### config.mk
export PLATFORM = sky130hd
export DESIGN_NAME = apb_master_ctrl
export DESIGN_NICKNAME = d
export VERILOG_FILES = /design/src/rtl/apb_master_ctrl.sv
export SDC_FILE = /design/constraint.sdc
export NUM_CORES = 1
export LEC_CHECK = 0
export ABC_CLOCK_PERIOD_IN_PS = 3600
export CELL_PAD_IN_SITES_DETAIL_PLACEMENT = 1
export CELL_PAD_IN_SITES_GLOBAL_PLACEMENT = 1
export CORE_MARGIN = 5
export CORE_UTILIZATION = 31
export CTS_CLUSTER_DIAMETER = 50
export CTS_CLUSTER_SIZE = 12
export DETAILED_ROUTE_END_ITERATION = 8
export PLACE_DENSITY = 0.95
export SLEW_MARGIN = 5
export SYNTH_ARGS = -nofsm -noshare
export SYNTH_HDL_FRONTEND = slang
export SYNTH_SLANG_ARGS = --single-unit
### constraint.sdc
create_clock -name clk -period 3.6 [get_ports clk]
set_clock_uncertainty 0.15 [all_clocks]
set_input_delay 0.72 -clock clk [delete_from_list [all_inputs] [get_ports clk]]
set_output_delay 0.72 -clock clk [all_outputs]
set_load 0.05 [all_outputs]
### src/rtl/apb_master_ctrl.sv
// APB master: pops commands from a FWFT FIFO and runs one SETUP/ACCESS transfer per command.
// Optional ACCESS timeout enabled by defining APB_TIMEOUT_EN.
module apb_master_ctrl #(
  parameter int unsigned ADDR_W      = 8,
  parameter int unsigned DATA_W      = 32,
  parameter int unsigned TIMEOUT_CYC = 16
) (
  input  logic              clk,
  input  logic              reset,
  input  logic              cmd_valid,
  input  logic [1:0]        cmd_data,
  input  logic [ADDR_W-1:0] cmd_addr,
  input  logic [DATA_W-1:0] cmd_wdata,
  output logic              cmd_pop,
  output logic              psel,
  output logic              penable,
  output logic              pwrite,
  output logic [ADDR_W-1:0] paddr,
  output logic [DATA_W-1:0] pwdata,
  input  logic [DATA_W-1:0] prdata,
  input  logic              pready,
  input  logic              pslverr,
  output logic [DATA_W-1:0] rdata_o,
  output logic              done_o,
  output logic              err_o,
  output logic              busy_o
);

  localparam logic [1:0] IDLE   = 2'd0;
  localparam logic [1:0] SETUP  = 2'd1;
  localparam logic [1:0] ACCESS = 2'd2;

  localparam logic [1:0] CMD_READ  = 2'b01;
  localparam logic [1:0] CMD_WRITE = 2'b10;

  if (TIMEOUT_CYC < 1 || TIMEOUT_CYC > 255) begin : g_bad_timeout
    $error("TIMEOUT_CYC must be in 1..255");
  end

  logic [1:0]        state_q, state_d;
  logic              psel_q, psel_d;
  logic              penable_q, penable_d;
  logic              pwrite_q, pwrite_d;
  logic              is_read_q, is_read_d;
  logic [ADDR_W-1:0] paddr_q, paddr_d;
  logic [DATA_W-1:0] pwdata_q, pwdata_d;
  logic [DATA_W-1:0] rdata_q, rdata_d;
  logic              done_q, done_d;
  logic              err_q, err_d;
  logic              in_access;
  logic              timeout_hit;

  assign in_access = (state_q == ACCESS);
  assign cmd_pop   = (state_q == IDLE) && cmd_valid && !reset;

`ifdef APB_TIMEOUT_EN
  localparam logic [7:0] TimeoutLast = 8'(TIMEOUT_CYC - 1);

  logic [7:0] tcnt_q, tcnt_d;

  // Counter restarts while in SETUP so it reads 0 on the first ACCESS cycle.
  always_comb begin
    tcnt_d = tcnt_q;
    if (state_q == SETUP) begin
      tcnt_d = '0;
    end else if (in_access && !pready) begin
      tcnt_d = tcnt_q + 8'd1;
    end
  end

  assign timeout_hit = in_access && !pready && (tcnt_q == TimeoutLast);

  always_ff @(posedge clk) begin
    if (reset) begin
      tcnt_q <= '0;
    end else begin
      tcnt_q <= tcnt_d;
    end
  end
`else
  assign timeout_hit = 1'b0;
`endif

  always_comb begin
    state_d   = state_q;
    pwrite_d  = pwrite_q;
    is_read_d = is_read_q;
    paddr_d   = paddr_q;
    pwdata_d  = pwdata_q;
    rdata_d   = rdata_q;
    done_d    = 1'b0;
    err_d     = 1'b0;

    case (state_q)
      IDLE: begin
        if (cmd_pop) begin
          paddr_d   = cmd_addr;
          pwdata_d  = cmd_wdata;
          pwrite_d  = (cmd_data == CMD_WRITE);
          is_read_d = (cmd_data == CMD_READ);
          // NOP and reserved codes are consumed without starting a transfer.
          if (cmd_data == CMD_READ || cmd_data == CMD_WRITE) begin
            state_d = SETUP;
          end
        end
      end
      SETUP: begin
        state_d = ACCESS;
      end
      ACCESS: begin
        if (pready) begin
          state_d = IDLE;
          done_d  = 1'b1;
          err_d   = pslverr;
          if (is_read_q && !pslverr) begin
            rdata_d = prdata;
          end
        end else if (timeout_hit) begin
          state_d = IDLE;
          done_d  = 1'b1;
          err_d   = 1'b1;
        end
      end
      default: begin
        state_d = IDLE;
      end
    endcase

    psel_d    = (state_d != IDLE);
    penable_d = (state_d == ACCESS);
  end

  always_ff @(posedge clk) begin
    if (reset) begin
      state_q   <= IDLE;
      psel_q    <= 1'b0;
      penable_q <= 1'b0;
      pwrite_q  <= 1'b0;
      is_read_q <= 1'b0;
      paddr_q   <= '0;
      pwdata_q  <= '0;
      rdata_q   <= '0;
      done_q    <= 1'b0;
      err_q     <= 1'b0;
    end else begin
      state_q   <= state_d;
      psel_q    <= psel_d;
      penable_q <= penable_d;
      pwrite_q  <= pwrite_d;
      is_read_q <= is_read_d;
      paddr_q   <= paddr_d;
      pwdata_q  <= pwdata_d;
      rdata_q   <= rdata_d;
      done_q    <= done_d;
      err_q     <= err_d;
    end
  end

  assign psel    = psel_q;
  assign penable = penable_q;
  assign pwrite  = pwrite_q;
  assign paddr   = paddr_q;
  assign pwdata  = pwdata_q;
  assign rdata_o = rdata_q;
  assign done_o  = done_q;
  assign err_o   = err_q;
  assign busy_o  = (state_q != IDLE);

endmodule

# [Word-level counts from Yosys, hierarchy flattened]
# Index checks and enable logic that the tools add are counted.
[word_totals] in_bits=79 output_inout_bits=79 wordCells=35 reg_bits=80
[op_classes] n_bitwise=2 eq_ne=5 n_mux=5 n_reduce_logical=13
[op_table] operator="2-bit equality test, second input constant" n=3
[op_table] operator="2-bit 2-to-1 mux" n=3
[op_table] operator="2-bit one-hot mux with 3 select lines" n=1
[op_table] operator="2-bit by 1-bit equality test with 1-bit output, second input constant" n=2
[op_table] operator="2-bit nonzero test" n=2
[op_table] operator="1-bit logical AND" n=3
[op_table] operator="3-bit AND reduction" n=1
[op_table] operator="3-bit OR reduction" n=1
[op_table] operator="1-bit logical NOT" n=2
[op_table] operator="2-bit logical NOT" n=1
[op_table] operator="1-bit inverter" n=2
[op_table] operator="2-bit AND reduction" n=1
[op_table] operator="2-bit OR reduction" n=1
[op_table] operator="1-bit logical OR" n=1
[op_table] operator="1-bit 2-to-1 mux" n=1

# [Longest topological paths before layout]
[logic_depth] word_depth=6 depth_mapped=5 depth_no_buf=4

# [Worst setup path after synthesis]
# No wires, ideal clock.
[synth_path] path_type="input -> output" from="input port cmd_valid" to="output port cmd_pop" slack_ns=0.736 t_required_ns=2.730 n_path_buf=2 stages=4 arrival_time_ns=1.994 cell_sequence="or3b_1 buf_4 buf_6 nor2_1"
[synth_between] elab_chain_cells=2
[synth_lines] item="from (decl)" line_no="10" text="input logic cmd_valid,"
[synth_lines] item="1-bit logical AND (2 in a row)" line_no="54" text="assign cmd_pop = (state_q == IDLE) && cmd_valid && !reset;"
[synth_lines] item="to (decl)" line_no="14" text="output logic cmd_pop,"
# Every way passes these cells.

# [Worst setup path after layout]
# Ends and elaborated chain as after synthesis.

==> results.yml <==
status:
  status: "completed"
timing:
  period_share_pct: 79.3
  worst_slew_pin_slew_ns: 0.545
  fin_hold_ws_ns: 0.305
  finalSetupViolCount: 0
  period_minus_slack_ns: 2.86
  fmax_mhz: 350
  slew_violations: 0
  slew_headroom_pct: 63.6
  fin_tns_setup_ns: 0
  finalHoldViolations: 0
  rsz0062_at_grt: "false"
synthesis:
  synth_mux_area_share_pct: 10.1
  postSynthAreaPerCell_sq_um: 9.15
  synth_cell_types: 20
  synth_compound_area_share_pct: 6.98
  seq_area_frac_synth_pct: 50.7
  synthAdderAreaFrac_pct: 0.793
  syn_inst: 345
  synthXorXnorAreaFrac_pct: 0
  synth_fp_nets: 426
  ys_ff_latch: 80
  synth_warnings: 0
  synth_top_family_by_area: "simple AND/OR/NAND/NOR gates"
  netlist_area_sq_um: 3160
  synthSimpleGateAreaFrac_pct: 25.6
pwr:
  p_per_area_nw_per_um2: 401
  seqPwrFrac_pct: 46.7
  power_mw: 2.00
  p_switching_uw: 557
  power.internal_mw: 1.45
  switching_share_pct: 27.8
  pwr-share-comb_pct: 19.6
  max-vdd-ir-drop_mv: 0.155
  pwr-share-clk_pct: 33.7
  power.leakage_nw: 1.79
routing:
  first_pass_iters: 4
  via_per_inst: 4.53
  wl_per_cell_um: 15.7
  wl_um: 9910
  drtAntennaViolNets: 0
  drtIter0Drc: 85
  vias: 2860
  drcViolationCount: 0
layout:
  syn_to_final_growth_pct: 58.2
  num_antenna_cells: 0
  layout_commonest_cell: "clkdlybuf4s50_1"
  seq_area_sq_um: 1600
  drive_gt1_share_pct: 5.42
  post-route-util_pct: 50.6
  final_nets: 574
  multi_input_area_sq_um: 1390
  mostFrequentLayoutCells: "clkdlybuf4s50_1 (155), nand2_1 (84), dfxtp_1 (80)"
  fillers: 1130
critical_path:
  critical_path_class: "primary input to output port"
  cp_top_family: "buffers and inverters"
  r2r-start: "state_q[1]"
  cp_data_required_time_ns: 2.73
  path_buf_inv: 2
  worst-path-max-fanout: 2
  critPathArrivalTime_ns: 1.99
  critPathSlowestCell: "clkdlybuf4s50_1"
  slowest_delay_ns: 0.48
  cp_cell_sequence: "clkdlybuf4s50_1 > or3b_1 > nor2_1 > buf_12"
  startpoint: "cmd_valid"
  startpoint_type: "primary input"
  end_kind: "output port"
die:
  dieHeight_um: 111
  initial_core_util_pct: 32.0
  io_pins: 158
  rows: 36
  dieArea_sq_um: 12300
  core_sq_um: 9860
  die_x_um: 111
global_routing:
  grt_first_pass_wirelength_um: 16000
  antenna_found_initial: 0
  grt_overflow_total: 0
  grtUsageTotal_pct: 15.8
  first_global_vias: 3078
  grt_max_degree: 111
cts:
  cts-root-buf: "clkbuf_8"
  clk_latency_ns: 0.34
  path_clk_slew_ns: 0.08
  ctsHoldBuffers: 0
  clkSinkCount: 80
  clk_path_buf_depth: 2
  numCtsBuffers: 9
  tritoncts: "done"
  cts_resized: 0
  cts_setup_buffers: 0
  h-tree-depth: 3
placed_design:
  hpwlAfterDp_um: 7440
  numPortBuffers: 157
  place.gp.congestion: 0.765
job:
  max-cap-violations: 0
worst_hold_path:
  min_path_type: "register to register"
  hp-start: "pwdata[6]"
[power by group through the flow]
stage	Clock (mW)	Combinational (mW)	Sequential, mW
6_report	0.674	0.392	0.936
2_1_floorplan	0	0.109	1.06
4_1_cts	0.705	0.397	0.936
5_1_grt	0.749	0.417	0.940
3_3_place_gp	0	0.386	0.954
3_5_place_dp	0	0.396	0.957
[cell type report]
cell class	count	area share [%]
inverter	2	0.150
sequential	80	32.1
clock buffer	11	3.03
multi-input combinational	238	27.8
clock inverter	5	1.10
timing repair buffer	162	32.6
tap	133	3.33
[registers in the layout (all words and copies together), names as in the netlist]
name       flops
pwdata        32
penable        1
psel           1
pwrite         1
paddr          8
err_o          1
state_q        2
rdata_o       32
done_o         1
is_read_q      1
[worst min-delay path: stages, from the launching register on]
cell     delay (ns)
dfxtp_1        0.31
nand2_1        0.05
a21oi_1        0.05
[cell usage after synthesis (all sizes together)]
cell type,count,area share [%]
mux2i,32,10
clkbuf,9,1.1
dfxtp,80,51
nand3b,1,0.24
a21oi,44,7.0
nor2,2,0.24
and2,1,0.20
ha,2,0.79
buf,16,4.4
inv,2,0.24
nand2,84,10
or2,2,0.40
nand2b,65,13
or3b,2,0.55
nor3,1,0.32
nor3b,2,0.79
[logic make-up (layout without fill, tap and decap cells)]
family,after synthesis,count (layout)
AO/OA/AOI/OAI,44,44
multiplexers,32,32
AND/OR/NAND/NOR,160,160
adder cells (fa/ha/maj),2,2
flip-flops,80,80
buffers and inverters,27,180
[through the flow]
stage / cell area (sq um) / cells / worst slack [ns]
after floorplan: 3160 / 345 / 0.736
after global placement: 4790 / 615 / 0.741
after detailed placement: 4790 / 615 / 0.734
after CTS: 4990 / 631 / 0.729
after global routing: 4990 / 631 / 0.671
final: 4990 / 631 / 0.745
[metal layers]
metal	share of wire (%)	track usage [%]
met1	42	18.3
met2	46	25.8
met3	11	7.53
met4	1.2	4.93
met5	0	0
[path summary, 6_finish.rpt]
path,slack [ns],depth (start not counted),end
min reg2reg,0.31,2,pwdata[6]
max,0.74,4,cmd_pop
max reg2reg,1.72,4,rdata_o[24]
min,0.31,2,pwdata[6]
Note: power is estimated with default switching activity, not from simulation.
